[src/rtl/fpu_op_scheduler.sv]
`default_nettype none
// ============================================================================
// Module      : fpu_op_scheduler
// Description : Shares one combinational single-precision FP ALU between two
//               requesters. A granted request is held on the ALU inputs for
//               WAIT_CYCLES cycles, the ALU outputs are captured on the last
//               of those cycles, and the result is offered on a valid/ready
//               response port. Illegal opcodes bypass the ALU and answer with
//               a quiet NaN and the exception flag.
//               Build macro FPU_SCHED_RR_ARB_EN: round-robin arbitration when
//               defined, fixed priority (requester 0 wins) otherwise.
// Revision    : 1.0 - initial release
// ============================================================================
module fpu_op_scheduler #(
    parameter int unsigned WAIT_CYCLES = 3
) (
    input  logic        clk,
    input  logic        rst,
    input  logic [1:0]  req_valid,
    output logic [1:0]  req_ready,
    input  logic [7:0]  req_op,
    input  logic [63:0] req_a,
    input  logic [63:0] req_b,
    output logic [3:0]  alu_op,
    output logic [31:0] alu_a,
    output logic [31:0] alu_b,
    input  logic [31:0] alu_result,
    input  logic        alu_exception,
    input  logic        alu_overflow,
    input  logic        alu_underflow,
    output logic        rsp_valid,
    input  logic        rsp_ready,
    output logic        rsp_id,
    output logic [31:0] rsp_result,
    output logic [2:0]  rsp_flags,
    output logic        busy
);

    localparam logic [1:0]  c_ST_IDLE       = 2'd0;
    localparam logic [1:0]  c_ST_EXEC       = 2'd1;
    localparam logic [1:0]  c_ST_RESP       = 2'd2;
    localparam logic [31:0] c_QNAN          = 32'h7FC0_0000;
    localparam logic [2:0]  c_ILLEGAL_FLAGS = 3'b100;
    localparam logic [3:0]  c_WAIT          = 4'(WAIT_CYCLES);

    logic [1:0]  r_state;
    logic [3:0]  r_cnt;
    logic [3:0]  r_op;
    logic [31:0] r_a;
    logic [31:0] r_b;
    logic        r_id;
    logic        r_rsp_valid;
    logic        r_rsp_id;
    logic [31:0] r_rsp_result;
    logic [2:0]  r_rsp_flags;

    logic        w_grant_id;
    logic        w_accept;
    logic [3:0]  w_sel_op;
    logic [31:0] w_sel_a;
    logic [31:0] w_sel_b;
    logic        w_sel_legal;
    logic        w_exec;

`ifdef FPU_SCHED_RR_ARB_EN
    // Requester granted most recently; reset to 1 so requester 0 wins first
    logic r_last_grant;

    // Round-robin choice: on contention pick the requester not served last
    always_comb begin
        w_grant_id = 1'b0;
        if (req_valid == 2'b11) begin
            w_grant_id = ~r_last_grant;
        end else if (req_valid[1]) begin
            w_grant_id = 1'b1;
        end
    end

    // Remember the winner of every accepted request
    always_ff @(posedge clk) begin
        if (rst) begin
            r_last_grant <= 1'b1;
        end else if (w_accept) begin
            r_last_grant <= w_grant_id;
        end
    end
`else
    // Fixed priority: requester 1 only wins when requester 0 is idle
    assign w_grant_id = req_valid[1] & ~req_valid[0];
`endif

    // Grants happen only in IDLE, and never while reset is applied
    assign w_accept  = (r_state == c_ST_IDLE) && (|req_valid) && !rst;
    assign req_ready = w_accept ? (w_grant_id ? 2'b10 : 2'b01) : 2'b00;

    assign w_sel_op    = w_grant_id ? req_op[7:4]  : req_op[3:0];
    assign w_sel_a     = w_grant_id ? req_a[63:32] : req_a[31:0];
    assign w_sel_b     = w_grant_id ? req_b[63:32] : req_b[31:0];
    assign w_sel_legal = (w_sel_op >= 4'd1) && (w_sel_op <= 4'd5);

    // The ALU sees operands only while executing; zero otherwise
    assign w_exec = (r_state == c_ST_EXEC);
    assign alu_op = w_exec ? r_op : 4'd0;
    assign alu_a  = w_exec ? r_a  : 32'd0;
    assign alu_b  = w_exec ? r_b  : 32'd0;

    assign busy       = (r_state != c_ST_IDLE) && !rst;
    assign rsp_valid  = r_rsp_valid;
    assign rsp_id     = r_rsp_id;
    assign rsp_result = r_rsp_result;
    assign rsp_flags  = r_rsp_flags;

    // Scheduler FSM: accept, hold the ALU for WAIT_CYCLES, then present result
    always_ff @(posedge clk) begin
        if (rst) begin
            r_state      <= c_ST_IDLE;
            r_cnt        <= 4'd0;
            r_op         <= 4'd0;
            r_a          <= 32'd0;
            r_b          <= 32'd0;
            r_id         <= 1'b0;
            r_rsp_valid  <= 1'b0;
            r_rsp_id     <= 1'b0;
            r_rsp_result <= 32'd0;
            r_rsp_flags  <= 3'd0;
        end else begin
            case (r_state)
                c_ST_IDLE: begin
                    if (w_accept) begin
                        r_op <= w_sel_op;
                        r_a  <= w_sel_a;
                        r_b  <= w_sel_b;
                        r_id <= w_grant_id;
                        if (w_sel_legal) begin
                            r_cnt   <= c_WAIT;
                            r_state <= c_ST_EXEC;
                        end else begin
                            // Unknown opcode: answer immediately, ALU untouched
                            r_rsp_valid  <= 1'b1;
                            r_rsp_id     <= w_grant_id;
                            r_rsp_result <= c_QNAN;
                            r_rsp_flags  <= c_ILLEGAL_FLAGS;
                            r_state      <= c_ST_RESP;
                        end
                    end
                end
                c_ST_EXEC: begin
                    if (r_cnt == 4'd1) begin
                        // Operands have been stable long enough; sample the ALU
                        r_cnt        <= 4'd0;
                        r_rsp_valid  <= 1'b1;
                        r_rsp_id     <= r_id;
                        r_rsp_result <= alu_result;
                        r_rsp_flags  <= {alu_exception, alu_overflow, alu_underflow};
                        r_state      <= c_ST_RESP;
                    end else begin
                        r_cnt <= r_cnt - 4'd1;
                    end
                end
                c_ST_RESP: begin
                    if (rsp_ready) begin
                        r_rsp_valid <= 1'b0;
                        r_state     <= c_ST_IDLE;
                    end
                end
                default: begin
                    r_state <= c_ST_IDLE;
                end
            endcase
        end
    end

endmodule
`default_nettype wire

[config.mk]
export PLATFORM = sky130hd
export DESIGN_NAME = fpu_op_scheduler
export DESIGN_NICKNAME = d
export VERILOG_FILES = /design/src/rtl/fpu_op_scheduler.sv
export SDC_FILE = /design/constraint.sdc
export NUM_CORES = 1
export LEC_CHECK = 0
export BUFFER_PORTS_ARGS = -buffer_cell sky130_fd_sc_hd__buf_2
export CORE_MARGIN = 2
export CORE_UTILIZATION = 35
export DETAILED_ROUTE_END_ITERATION = 7
export GPL_TIMING_DRIVEN = 0
export PLACE_DENSITY_LB_ADDON = 0.12
export SYNTH_ARGS = -nofsm -noshare
export SYNTH_HDL_FRONTEND = slang
export SYNTH_SLANG_ARGS = --single-unit
[constraint.sdc]
create_clock -name clk -period 1.72 [get_ports clk]
set_input_delay 0.172 -clock clk [delete_from_list [all_inputs] [get_ports clk]]
set_output_delay 0.172 -clock clk [all_outputs]
set_load 0.005 [all_outputs]
==> metrics.md <==
| Metric | Value |
|---|---|
| Switch share | 0.2915 |
| Power Density | 853.8 nW/µm² |
| NetSw | 2.053 mW |
| Die Width | 127.5 µm |
| Number of global-route vias before repair | between 5000 and 6000 |
| CTS buffer count | 9 |
| Fmax | 564.6 MHz |
| Max-slew violations | 0 |
| Initial Util | 0.3553 |
| Worst path cell trace | inv_2, ha_1, or3b_4, nand2_4, nand2_8, a31o_4, buf_12, a211oi_2 |
| Worst slack at placement | -0.6850 ns |
| Crit path kind | reg -> reg |
| Largest net degree at the start of global routing | 17 |
| #FFs+latches synth | 112 |
| CP arrival | around 2 ns |
| Post-route DRC violation count | 0 |
| Register share of total power | 0.422 |
| Gr usage total | 0.2172 |
| Failing checks | setup timing |
| Ys flop type | dfxtp_1 |
| Max incr delay on CP | 0.42 ns |
| Share of cells above drive strength 1 | 0.4837 |
| Area growth, synth to finish | 54.39% |
| CTS Sinks | 112 |
| Top cell type's share of synthesized area | 0.4198 |
| Io pins | between 200 and 300 |
| Hold-fix buffers at CTS | 0 |
| Mapped Cells | 599 |
| Number of detailed-route iterations in the first pass | 4 |
| First-iteration detailed-routing DRC count | 250 |
| Netlist cell types | between 40 and 50 |
| Total power | 7.041 mW |
| Final Hold Fails | 0 |
| Netlist Area Pre-Place | ~5300 µm² |
| Worst Path Max Fanout | 10 |
| H-Tree Depth | 3 |
| Global placement routability congestion | 0.7930 |
| Sequential share of the synthesized area | 0.4198 |
| Final ANT Viol Nets | 0 |
| Synth top area cells | dfxtp_1 42%, a211oi_1 12%, mux2i_1 11% |
| Unrepaired setup endpoints after global routing | yes |
| Int Power | around 5 mW |
| Hold WS | 0.02408 ns |
| CP Launch Type | flip-flop |
| Ys async rst share | 0 |
| Row Count | 45 |
| Tightest Pin Transition | approximately 0.70 ns |
| HPWL Detailed | ~13 mm |
| Total core area | 15030 µm² |
| Mapped Nets | 777 |
| Placed cells | 1069 |
| Fin crit period | roughly 1.8 ns |
| Vias | 5619 |
| CTS tree | yes |
| Vias per Instance | between 5 and 6 |
| Root buf cell | clkbuf_16 |
| Post-Layout Cell Count | ~1100 |
| Period utilisation layout | 1.030 |
| Die outline height | 127.5 µm |
| Max-slew headroom | 0.5315 |
| I/O Buffers | 282 |
| Crit path max-delay cell type | or3b_4 |
| Leading area contributor after synthesis | dfxtp_1 |
| Critical Path Sink Type | flip-flop |
| Final setup viols | 25 |
| Antenna violations before repair | 3 |
| CTS clk-pin slew, worst paths | 0.07 ns |
| Commonest cells post-synth | 112 x dfxtp_1, 89 x nor2_1, 88 x a211oi_1 |
| Clk Latency, worst-skew pair | between 0.3 and 0.4 ns |
| Final WL | 18.33 mm |
| Clock Skews | 0.01059 ns |
| Die area | about 16000 µm² |
| Maximum vdd drop | 0.4715 mV |
| Min-Delay Path Class | in -> reg |
| Yosys warns | 0 |
| Post-DR wirelength/cell | 16.51 µm |
| Deepest clock path buffer count | 2 |
| NumNets Final | 1093 |
| Core Util, Final | 0.5486 |
| Final setup margin | -0.05107 ns |
| Max Cap Viol | 0 |
| Part of the power in combinational logic | 0.270 |
| Avg Cell Area, Syn | 8.917 µm² |
| Most frequent cell after synthesis | dfxtp_1 |
| Total grt overflow | 0 |
| EDFF count, synth | 0 |
| First-pass GRT wire length | 27.72 mm |
| WP data required | 1.99 ns |
| Pleak | 3.986 nW |
| Outcome | complete, but fails checks |
| Clk pwr share | 0.308 |
-- cell families (layout without fill, tap and decap cells) --
group,after synthesis,after routing,share of synthesized area
AOI/OAI and AO/OA,177,177,0.2317
adders and majority gates,2,2,0.004684
buffers and inverters,66,387,0.05317
DFF,112,112,0.4198
muxes,62,62,0.1169
other,0,2,0
and+or+nand+nor,180,180,0.1738
-- final cells by class --
class                           count  area, µm²
Fill cell                        1448       6787
Multi-Input combinational cell    421       3114
Sequential cell                   112       2247
Timing Repair Buffer              305       1824
Buffer                             52      466.7
Clock buffer                       14      264.0
Tap cell                          188      235.2
Inverter                           14      52.55
Clock inverter                      2      37.54
Antenna cell                        2      5.005
-- critical path, delay by kind of cell, from the launching register on --
family | cells | cell delay [ns]
simple gates | 3 | 0.60
compound gates | 2 | 0.44
flops | 1 | 0.33
buf+inv | 2 | 0.20
fa+ha+maj | 1 | 0.12
-- layer usage --
layer	GRT usage	vias up	part of all wire
li1	-	2790	-
met1	0.2710	2605	0.42
met2	0.3665	193	0.49
met3	0.05235	29	0.069
met4	0.07628	2	0.021
met5	0	-	0.00071
-- worst paths after layout --
path	from	end	slack [ns]	cells after the start
worst max-delay path	r_cnt[1]	rsp_result[26]	-0.05	8
worst min-delay path	rsp_ready	rsp_valid	0.02	2
worst max register to register	r_cnt[1]	rsp_result[26]	-0.05	8
worst min register to register	rsp_result[29]	rsp_result[29]	0.46	2
-- power by group through the flow --
stage / registers [mW] / logic, mW / clock network (mW)
3_3_place_gp: 3.01 / 1.47 / 0
3_5_place_dp: 3.02 / 1.48 / 0
6_report: 2.97 / 1.90 / 2.17
4_1_cts: 2.97 / 1.76 / 2.21
5_1_grt: 3.00 / 2.08 / 2.33
2_1_floorplan: 3.00 / 0.901 / 0
-- timing repair --
item,CTS,global route
setup buffers,15,3
cloned,4,1
gates resized for setup,116,95
setup endpoints to repair,170,158
pin swaps,34,15
hold endpoints to repair,0,0
-- layout by cell type (no fill, tap or decap), types with 5 or more instances in the layout --
cell type / Yosys / final
inv_1: 14 / 13
mux2i_1: 61 / 61
buf_8: 0 / 7
clkbuf_1: 33 / 14
buf_4: 0 / 29
a21oi_2: 0 / 8
a222oi_1: 7 / 7
dfxtp_1: 112 / 108
nor2_1: 89 / 86
o21ai_0: 5 / 5
buf_2: 17 / 259
clkbuf_16: 0 / 13
a211oi_1: 88 / 76
a21oi_1: 56 / 46
clkbuf_2: 0 / 5
and2_4: 0 / 31
buf_6: 2 / 34
a211oi_2: 9 / 21
and2_1: 68 / 37
-- sequential cells by signal, indices dropped and copies added, names as in the netlist --
register / count
r_b: 32
r_id: 1
rsp_result: 32
r_state: 2
rsp_valid: 1
rsp_flags: 3
r_a: 32
rsp_id: 1
r_op: 4
r_cnt: 4
-- stage by stage --
step | setup TNS (ns) | area [µm²]
after floorplan | 0 | 5346
after global placement | -62.64 | 6993
after detailed placement | -63.13 | 6993
after CTS | -0.8889 | 7933
after global routing | -3.674 | 8244
final | -0.4421 | 8247
Power figures use the tool's default switching activity.
